<file path="src/rtl/spi_pkg.sv">
// Shared definitions for the TRSQ8 SPI slave: register offsets, SPSCON bit
// positions and the frame FSM state encoding.
package spi_pkg;

    localparam logic [1:0] REG_SPSCON = 2'd0;
    localparam logic [1:0] REG_SPSTX  = 2'd1;
    localparam logic [1:0] REG_SPSRX  = 2'd2;
    localparam logic [1:0] REG_SPSCNT = 2'd3;

    localparam int unsigned CON_TX_READY = 7;
    localparam int unsigned CON_OVERRUN  = 6;
    localparam int unsigned CON_RX_FULL  = 5;
    localparam int unsigned CON_ENABLE   = 4;
    localparam int unsigned CON_RX_IE    = 3;
    localparam int unsigned CON_CPHA     = 2;
    localparam int unsigned CON_CPOL     = 1;
    localparam int unsigned CON_BUSY     = 0;

    // Byte shifted out when the CPU has not refilled SPSTX.
    localparam logic [7:0] TX_UNDERRUN = 8'hFF;

    typedef enum logic [1:0] {
        ST_IDLE  = 2'd0,
        ST_LOAD  = 2'd1,
        ST_SHIFT = 2'd2,
        ST_DONE  = 2'd3
    } state_t;

endpackage

</file>
<file path="src/rtl/spi_slave_sync.sv">
// Pin conditioning for the SPI slave: 2-FF synchronizers on sclk/mosi/ss_n
// followed by an edge register; all outputs are aligned and registered.
module spi_slave_sync (
    input  logic clk,
    input  logic reset,
    input  logic sclk,
    input  logic mosi,
    input  logic ss_n,
    output logic mosi_s,
    output logic ss_n_s,
    output logic sclk_rise,
    output logic sclk_fall,
    output logic ss_fall,
    output logic ss_rise
);

    logic [1:0] sclk_q;
    logic [1:0] mosi_q;
    logic [1:0] ss_q;
    logic       sclk_d;

    // ss_n resets low so a frame already in progress at reset is never seen as a fall.
    always_ff @(posedge clk) begin
        if (reset) begin
            sclk_q    <= 2'b00;
            mosi_q    <= 2'b00;
            ss_q      <= 2'b00;
            sclk_d    <= 1'b0;
            mosi_s    <= 1'b0;
            ss_n_s    <= 1'b0;
            sclk_rise <= 1'b0;
            sclk_fall <= 1'b0;
            ss_fall   <= 1'b0;
            ss_rise   <= 1'b0;
        end else begin
            sclk_q    <= {sclk_q[0], sclk};
            mosi_q    <= {mosi_q[0], mosi};
            ss_q      <= {ss_q[0], ss_n};
            sclk_d    <= sclk_q[1];
            mosi_s    <= mosi_q[1];
            ss_n_s    <= ss_q[1];
            sclk_rise <= sclk_q[1] & ~sclk_d;
            sclk_fall <= ~sclk_q[1] & sclk_d;
            ss_fall   <= ~ss_q[1] & ss_n_s;
            ss_rise   <= ss_q[1] & ~ss_n_s;
        end
    end

endmodule

</file>
<file path="src/rtl/spi_slave_top.sv">
// SPI slave peripheral on the TRSQ8 8-bit MMIO bus (SPSCON/SPSTX/SPSRX/SPSCNT).
// Define SPI_SLAVE_IRQ_EN to add the irq output and the SPSCON.rx_ie bit.
module spi_slave_top
    import spi_pkg::*;
#(
    parameter int unsigned ADDR_LSB          = 0,
    parameter int unsigned OPT_MEM_ADDR_BITS = 1,
    parameter logic [7:0]  BASE_ADDR         = 8'h90
) (
    input  logic       clk,
    input  logic       reset,
    input  logic [7:0] addr,
    input  logic [7:0] din,
    output logic [7:0] dout,
`ifdef SPI_SLAVE_IRQ_EN
    output logic       irq,
`endif
    input  logic       wr_en,
    input  logic       rd_en,
    input  logic       sclk,
    input  logic       mosi,
    input  logic       ss_n,
    output logic       miso
);

    localparam int unsigned LOC_W  = OPT_MEM_ADDR_BITS + 1;
    localparam int unsigned LOC_HI = ADDR_LSB + OPT_MEM_ADDR_BITS;

    logic [LOC_W-1:0] loc_addr;
    logic sel_con, sel_tx, sel_rx, sel_cnt, rd_go;

    logic mosi_s, ss_n_s, sclk_rise, sclk_fall, ss_fall, ss_rise;

    state_t     state;
    logic       tx_ready, overrun, rx_full, enable, cpha, cpol, rx_ie, busy;
    logic [7:0] tx_buf, rx_buf, frame_cnt, tx_shift, rx_shift, con_rd;
    logic [2:0] bit_cnt;

    logic lead_edge, trail_edge, sample_edge, shift_edge, stop_frame, load_go;
    logic unused_addr;

    assign loc_addr = addr[LOC_HI:ADDR_LSB];
    assign sel_con  = (loc_addr == LOC_W'(REG_SPSCON));
    assign sel_tx   = (loc_addr == LOC_W'(REG_SPSTX));
    assign sel_rx   = (loc_addr == LOC_W'(REG_SPSRX));
    assign sel_cnt  = (loc_addr == LOC_W'(REG_SPSCNT));
    assign rd_go    = rd_en & ~wr_en;

    // Window hit against BASE_ADDR is kept for debug only; decoding is external.
    assign unused_addr = ^{addr, (addr[7:LOC_HI+1] == BASE_ADDR[7:LOC_HI+1])};

    spi_slave_sync u_sync (
        .clk       (clk),
        .reset     (reset),
        .sclk      (sclk),
        .mosi      (mosi),
        .ss_n      (ss_n),
        .mosi_s    (mosi_s),
        .ss_n_s    (ss_n_s),
        .sclk_rise (sclk_rise),
        .sclk_fall (sclk_fall),
        .ss_fall   (ss_fall),
        .ss_rise   (ss_rise)
    );

    // Leading edge leaves the cpol idle level; the first leading edge in cpha=1
    // must not shift because LOAD already put the MSB on miso.
    assign lead_edge   = cpol ? sclk_fall : sclk_rise;
    assign trail_edge  = cpol ? sclk_rise : sclk_fall;
    assign sample_edge = cpha ? trail_edge : lead_edge;
    assign shift_edge  = (cpha ? lead_edge : trail_edge) && (bit_cnt != 3'd0);
    assign stop_frame  = ss_n_s | ss_rise | ~enable;
    assign busy        = (state != ST_IDLE);

    // Loading happens on entry to LOAD so back-to-back MSBs reach miso quickly.
    assign load_go = ((state == ST_IDLE) && ss_fall && enable) ||
                     ((state == ST_DONE) && !stop_frame);

    always_comb begin
        con_rd               = 8'h00;
        con_rd[CON_TX_READY] = tx_ready;
        con_rd[CON_OVERRUN]  = overrun;
        con_rd[CON_RX_FULL]  = rx_full;
        con_rd[CON_ENABLE]   = enable;
        con_rd[CON_RX_IE]    = rx_ie;
        con_rd[CON_CPHA]     = cpha;
        con_rd[CON_CPOL]     = cpol;
        con_rd[CON_BUSY]     = busy;
    end

    // Statement order sets same-cycle priority: hardware overrun/rx_full wins
    // over software, SPSTX write wins over LOAD, SPSCNT clear wins over count.
    always_ff @(posedge clk) begin
        if (reset) begin
            state     <= ST_IDLE;
            dout      <= 8'h00;
            miso      <= 1'b0;
            tx_ready  <= 1'b1;
            overrun   <= 1'b0;
            rx_full   <= 1'b0;
            enable    <= 1'b0;
            cpha      <= 1'b0;
            cpol      <= 1'b0;
            tx_buf    <= 8'h00;
            rx_buf    <= 8'h00;
            frame_cnt <= 8'h00;
            tx_shift  <= 8'h00;
            rx_shift  <= 8'h00;
            bit_cnt   <= 3'd0;
        end else begin
            if (rd_go) begin
                if (sel_con)      dout <= con_rd;
                else if (sel_tx)  dout <= tx_buf;
                else if (sel_rx)  dout <= rx_buf;
                else if (sel_cnt) dout <= frame_cnt;
                if (sel_rx) rx_full <= 1'b0;
            end

            if (wr_en && sel_con) begin
                if (din[CON_OVERRUN]) overrun <= 1'b0;
                enable <= din[CON_ENABLE];
                cpha   <= din[CON_CPHA];
                cpol   <= din[CON_CPOL];
            end

            case (state)
                ST_IDLE: miso <= 1'b0;
                ST_LOAD: state <= ST_SHIFT;
                ST_SHIFT: begin
                    if (sample_edge) begin
                        rx_shift <= {rx_shift[6:0], mosi_s};
                        bit_cnt  <= bit_cnt + 3'd1;
                        if (bit_cnt == 3'd7) state <= ST_DONE;
                    end
                    if (shift_edge) begin
                        tx_shift <= {tx_shift[6:0], 1'b0};
                        miso     <= tx_shift[6];
                    end
                end
                ST_DONE: begin
                    if (rx_full) overrun <= 1'b1;
                    else         rx_buf  <= rx_shift;
                    rx_full   <= 1'b1;
                    frame_cnt <= frame_cnt + 8'd1;
                    state     <= ST_IDLE;
                    miso      <= 1'b0;
                end
                default: state <= ST_IDLE;
            endcase

            // Partial byte is dropped; the TX byte already loaded stays consumed.
            if (((state == ST_LOAD) || (state == ST_SHIFT)) && stop_frame) begin
                state <= ST_IDLE;
                miso  <= 1'b0;
            end

            if (load_go) begin
                state    <= ST_LOAD;
                tx_shift <= tx_ready ? TX_UNDERRUN : tx_buf;
                miso     <= tx_ready ? TX_UNDERRUN[7] : tx_buf[7];
                tx_ready <= 1'b1;
                bit_cnt  <= 3'd0;
            end

            if (wr_en && sel_tx) begin
                tx_buf   <= din;
                tx_ready <= 1'b0;
            end

            if (wr_en && sel_cnt) frame_cnt <= 8'h00;
        end
    end

`ifdef SPI_SLAVE_IRQ_EN
    always_ff @(posedge clk) begin
        if (reset) begin
            rx_ie <= 1'b0;
            irq   <= 1'b0;
        end else begin
            if (wr_en && sel_con) rx_ie <= din[CON_RX_IE];
            irq <= rx_ie & (rx_full | overrun);
        end
    end
`else
    assign rx_ie = 1'b0;
`endif

endmodule
</file>
<file path="config.mk">
export PLATFORM = sky130hd
export DESIGN_NAME = spi_slave_top
export DESIGN_NICKNAME = d
export VERILOG_FILES = /design/src/rtl/spi_pkg.sv /design/src/rtl/spi_slave_sync.sv /design/src/rtl/spi_slave_top.sv
export SDC_FILE = /design/constraint.sdc
export NUM_CORES = 1
export LEC_CHECK = 0
export CAP_MARGIN = 5
export CORE_MARGIN = 4
export CORE_UTILIZATION = 54
export DETAILED_ROUTE_END_ITERATION = 8
export DONT_BUFFER_PORTS = 1
export GPL_TIMING_DRIVEN = 0
export PLACE_DENSITY = 0.69
export SYNTH_ARGS = -nofsm -noshare
export SYNTH_HDL_FRONTEND = slang
export SYNTH_HIERARCHICAL = 1
export SYNTH_SLANG_ARGS = --single-unit
</file>
<file path="constraint.sdc">
create_clock -name clk -period 2.6 [get_ports clk]
set_clock_uncertainty 0.1 [all_clocks]
set_input_delay 0.13 -clock clk [delete_from_list [all_inputs] [get_ports clk]]
set_output_delay 0.13 -clock clk [all_outputs]
set_load 0.05 [all_outputs]
</file>
==> After elaboration in Yosys (flattened, before gate mapping) <==
Index checks and enable logic that the tools add are counted.
{ "op_classes": {"add_sub_neg": 2, "n_eq_ne": 12, "n_mux": 31, "n_bitwise": 14, "n_reduce_logical": 36} }
{ "ops": {"columns": ["op", "count"], "rows": [
  ["8-bit 2-to-1 mux", 4],
  ["7-bit 2-to-1 mux", 4],
  ["1-bit 2-to-1 mux", 19],
  ["4-bit by 3-bit != test with 1-bit output, second input constant", 3],
  ["2-bit AND reduction", 6],
  ["2-bit nonzero test", 6],
  ["8-bit by 1-bit adder with 8-bit output, second input constant", 1],
  ["2-bit == test, second input constant", 4],
  ["1-bit logical AND", 8],
  ["4-bit nonzero test", 2],
  ["1-bit inverter", 7],
  ["2-bit one-hot mux with 3 select lines", 1],
  ["3-bit AND reduction", 2],
  ["3-bit nonzero test", 2],
  ["2-bit OR reduction", 3],
  ["1-bit bitwise AND", 5],
  ["5-bit nonzero test", 1],
  ["2-bit by 1-bit == test with 1-bit output, second input constant", 2],
  ["2-bit zero test", 2],
  ["2-bit 2-to-1 mux", 2],
  ["2-bit != test, second input constant", 2],
  ["3-bit by 1-bit adder with 3-bit output, second input constant", 1],
  ["3-bit == test, second input constant", 1],
  ["3-bit OR reduction", 1],
  ["other kinds (4)", 6]
]} }
{ "word_totals": {"register_bits": 72, "input_bits": 23, "out_inout_bits": 9, "elab_cells": 121} }

==> Longest topological paths before layout <==
{ "logic_depth": {"ltp_word": 7, "depth_mapped": 9, "ltp_nobuf": 6} }

==> Modules after synthesis <==
The synthesis kept the hierarchy.
{ "modules_own_cells": {"columns": ["module", "instances", "cells_per_inst", "area_each_um2", "seq_area_each_um2"], "rows": [
  ["spi_slave_top", 1, 305, 2785.2, 1181.1],
  ["spi_slave_sync", 1, 27, 379.1, 260.2]
]} }

==> Least setup slack after synthesis <==
No wires, ideal clock.
{ "synth_path": {"kind": "register -> register", "start": "reg state[0]", "end": "reg tx_shift[4]", "setup_time_ps": 127, "arrival_ps": 1700, "required_time_ps": 2373, "slack_ps": 673, "stages_incl_launch_ff": 10, "path_buffers": 3, "period_less_slack_ps": 1927, "path_cell_list": "dfxtp_1 inv_1 ha_1 and3_1 clkbuf_1 or2_1 buf_2 buf_6 nor4_1 a211oi_1"} }
{ "synth_via": {"elab_chain_cells": 6, "word_cells_on_any_way": 11, "cone_classes": "eq/ne: 2; mux: 1; reduce/logical: 8"} }
{ "synth_rtl": {"columns": ["element", "line_no", "rtl"], "rows": [
  ["start: declaration", "spi_slave_top.sv:34", "state_t state;"],
  ["start signal: assignment", "spi_slave_top.sv:95", "state <= ST_IDLE;"],
  ["start signal: assignment", "spi_slave_top.sv:128", "ST_LOAD: state <= ST_SHIFT;"],
  ["start signal: assignment", "spi_slave_top.sv:133", "if (bit_cnt == 3'd7) state <= ST_DONE;"],
  ["2-bit zero test", "spi_slave_top.sv:76", "assign load_go = ((state == ST_IDLE) && ss_fall && enable) ||"],
  ["1-bit logical AND (2 in series)", "spi_slave_top.sv:76", null],
  ["1-bit logical OR", "spi_slave_top.sv:76", null],
  ["2-bit nonzero test (no source line)", null, null],
  ["2-bit AND reduction (no source line)", null, null],
  ["end signal: assignment", "spi_slave_top.sv:136", "tx_shift <= {tx_shift[6:0], 1'b0};"],
  ["end signal: assignment", "spi_slave_top.sv:159", "tx_shift <= tx_ready ? TX_UNDERRUN : tx_buf;"],
  ["end: declaration", "spi_slave_top.sv:36", "logic [7:0] tx_buf, rx_buf, frame_cnt, tx_shift, rx_shift, con_rd;"]
]} }
Several ways; a longest one is shown, not always the timed one.
A chain may end at the register's enable or synchronous reset.

==> Worst setup path in the final report <==
{ "layout_path": {"start": "reg state[0]", "end": "reg state[1]"} }
{ "layout_via": {"elab_chain_cells": 5, "word_cells_on_any_way": 16, "cone_classes": "eq/ne: 5; mux: 1; reduce/logical: 10"} }
{ "layout_rtl": {"columns": ["element", "line_no"], "rows": [
  ["2-bit zero test", "spi_slave_top.sv:76"],
  ["1-bit logical AND (2 in series)", "spi_slave_top.sv:76"],
  ["1-bit logical OR", "spi_slave_top.sv:76"],
  ["3-bit OR reduction (no source line)", null]
]} }
Several ways; a longest one is shown, not always the timed one.

==> results.toml <==
[detailed_routing]
drtIter0Drc = 113
vias = 2382
drt_pass1_iterations = 4
drt-total-wl_um = 6745
viasPerCell = 5.527
drc_errors = 0
wire_per_inst_um = 15.65
ant_nets = 0

[yosys]
synth_top_area_cell = "dfxtp_1"
yosysUniqueCellTypes = 47
synth_edf_count = 0
synth.avg_cell_area_um2 = 9.531
syn_inst = 332
yosysWarnings = 6
syn_nets = 364
yosysMostFrequentCell = "dfxtp_1"
synth.cell_area_mm2 = 0.003164
ys_seq_elements = 72
netlist_top_cells_count = "dfxtp_1, nand2_1, nor2_1, mux2i_1, a21oi_1"
synthArstFlopShare_pct = 0
synth-main-ff-cell = "dfxtp_1"
synth_top_cell_area_share_pct = 45.55
yosysSeqAreaShare_pct = 45.55
synthTopCellsByArea = "dfxtp_1, mux2i_1, nand2_1, nor2_1, mux4_2"

[placed_design]
place_area_mm2 = 0.003254
gp_congestion = 0.8606
numPortBuffers = 0
hpwl_um = 4845

[critical_path]
timing.rr.start = "state[0]"
cp-startpoint = "state[0]"
cp-end-kind = "flip-flop"
cp_data_arrival_time_ps = 2360
required_ps = 2770
path_max_fanout = 8
start_kind = "flip-flop"
r2r-end = "state[1]"
slowest_stage = "nor3_1"
max_stage_delay_ps = 640
endpoint = "state[1]"
path_cells = "inv_1 > ha_1 > and3_1 > clkbuf_1 > nor3_1 > nand3_1 > mux2i_1"
criticalPathCategory = "reg2reg"
ff2ff_path_depth = 7
r2r_slack_ps = 410

[floorplanning]
core_area_mm2 = 0.005608
die_h_um = 84.55
io-pin-count = 32
start_util_pct = 56.43
dieArea_mm2 = 0.007149
die_w_um = 84.55
rows = 27

[clock_network]
cts_tree = "yes"
clock_path_buffers = 2
cts_htree_levels = 3
cts-root-buf = "clkbuf_8"
worst_skew_pair.late_latency_ps = 350
clkTransAtPathRegs_ps = 80
cts_num_sinks = 72
cts_post_setup_buffers_inserted = 0
cts_made_buffers = 9

[pwr]
p_int_w = 0.001999
power_frac_seq_pct = 45.0
p_leak_nw = 1.340
vdd_drop_max_mv = 0.4146
p_total_w = 0.002604
power_frac_clock_pct = 45.1
power_density_mw_per_mm2 = 715.2
comb_power_share_pct = 9.9
p_sw_w = 0.0006050
p_sw_share_pct = 23.23

[final_layout]
final_area_mm2 = 0.003641
final_util_pct = 64.93
design.final.nets = 387
fillCellCount = 459
regArea_mm2 = 0.001441
drive_gt1_share_pct = 12.81
diodes = 0
multiInputGateArea_mm2 = 0.001584
syn_to_final_growth_pct = 15.07

[grt]
grt_overflow = 0
grt_pass1_wl_um = 11470
grt_use_met2_pct = 31.39
antenna_found_initial = 0
grt_use_met3_pct = 4.711
gr-usage-met1_pct = 26.22
grt_pass1_vias = 2370
track_usage_pct = 20.09
grt_start_max_net_pins = 13
grt.busiest_layer = "met2"

[timing]
tightest_slew_ps = 794.8
period_share_pct = 84.28
rsz0062_at_grt = "no"
slew_headroom_pct = 46.60
drv_slew = 0
fmax_ghz = 0.4563
setup_viol = 0
tns_ps = 0
period_needed_ps = 2191
hold_viol = 0

[worst_hold_path]
hold_class = "in2reg"
worstHoldPathCells = 4
hold_start = "rd_en"

[status]
status = "finished clean"

[flow_run]
cap_violations = 0
## cells in the final DEF (no fill, tap or decap), types with 2 or more instances in the layout
| cell | count |
|---|---|
| a211oi_1 | 9 |
| clkbuf_1 | 9 |
| a2111oi_0 | 2 |
| xor2_1 | 6 |
| nand2_1 | 48 |
| dlygate4sd3_1 | 12 |
| nor3_1 | 3 |
| clkbuf_8 | 10 |
| nand4_1 | 4 |
| mux2i_1 | 21 |
| o21ai_1 | 2 |
| nor2b_1 | 10 |
| and3_1 | 2 |
| nor4_1 | 6 |
| inv_1 | 7 |
| nand3_1 | 7 |
| a21oi_1 | 18 |
| buf_6 | 4 |
| nand3b_1 | 3 |
| nor2_1 | 37 |
| buf_2 | 6 |
| mux4_2 | 6 |
| dfxtp_1 | 72 |
| o21bai_1 | 2 |
| nor3b_2 | 5 |
| o21ai_0 | 11 |
| bufinv_16 | 4 |
| ha_1 | 9 |
| mux2_2 | 2 |
## worst min-delay path by stage
| stage | endpoint |
|---|---|
| 3_3_place_gp | u_sync/sclk_q[1] |
| 2_1_floorplan | u_sync/sclk_q[1] |
| 3_5_place_dp | u_sync/sclk_q[1] |
| 5_1_grt | dout[5] |
| 6_report | dout[5] |
| 4_1_cts | dout[4] |
## final cells by class
type / instances / area share (%)
plain buffers: 20 / 3.093
clock inverters: 5 / 3.540
repair buffers: 12 / 3.299
flip-flops and latches: 72 / 39.59
well taps: 72 / 2.474
clock buffers: 10 / 3.780
multi-input cells: 233 / 43.51
inverters: 7 / 0.7216
## layer usage
metal	up-vias	share of wire (%)	routed length [um]
li1	1203	-	-
met1	1121	48	3258
met2	42	45	3022
met3	16	4.9	329
met4	0	2.0	135
met5	-	0	0
## what timing repair did
action / CTS / global route
endpoints found under the hold margin: 25 / 0
resized for setup: 0 / 0
hold buffers: 12 / 0
## critical path: cells and delay by family (launching register included)
family	cells	cell delay (ps)
adder cells (fa/ha/maj)	1	250
buffers and inverters	2	230
AND/OR/NAND/NOR	3	960
flip-flops	1	410
multiplexers	1	170
## logic make-up (layout without fill, tap and decap cells)
family                   after synthesis  after routing  synth area share (%)
multiplexers                          32             32                 13.36
AO/OA/AOI/OAI                         49             49                 9.490
flip-flops                            72             72                 45.55
XOR/XNOR                               8              8                 2.452
AND/OR/NAND/NOR                      135            135                 21.19
buffers and inverters                 27             54                 4.389
adder cells (fa/ha/maj)                9              9                 3.559
## stage by stage
step                hold slack [ps]  worst slack, ps  cells
floorplan                     101.6            673.1    332
global placement              103.7            461.5    404
detailed placement            104.9            430.8    404
CTS                           51.76            417.4    431
global route                  76.79            112.9    431
finish                        49.02            408.6    431
## sequential cells by signal, indices dropped and copies added, names as in the netlist, 2 cells and up
| signal | count |
|---|---|
| u_sync/mosi_q | 2 |
| tx_shift | 7 |
| rx_shift | 8 |
| dout | 8 |
| tx_buf | 8 |
| state | 2 |
| frame_cnt | 8 |
| bit_cnt | 3 |
| u_sync/sclk_q | 2 |
| rx_buf | 8 |
| u_sync/ss_q | 2 |
## power by group through the flow
stage          clock, W  combinational, W  sequential [W]
6_report        0.00117          0.000259         0.00117
5_1_grt         0.00123          0.000295         0.00118
4_1_cts         0.00118          0.000258         0.00117
3_5_place_dp          0          0.000240         0.00120
3_3_place_gp          0          0.000236         0.00120
2_1_floorplan         0          0.000194         0.00119
(Power assumes the default switching activity.)
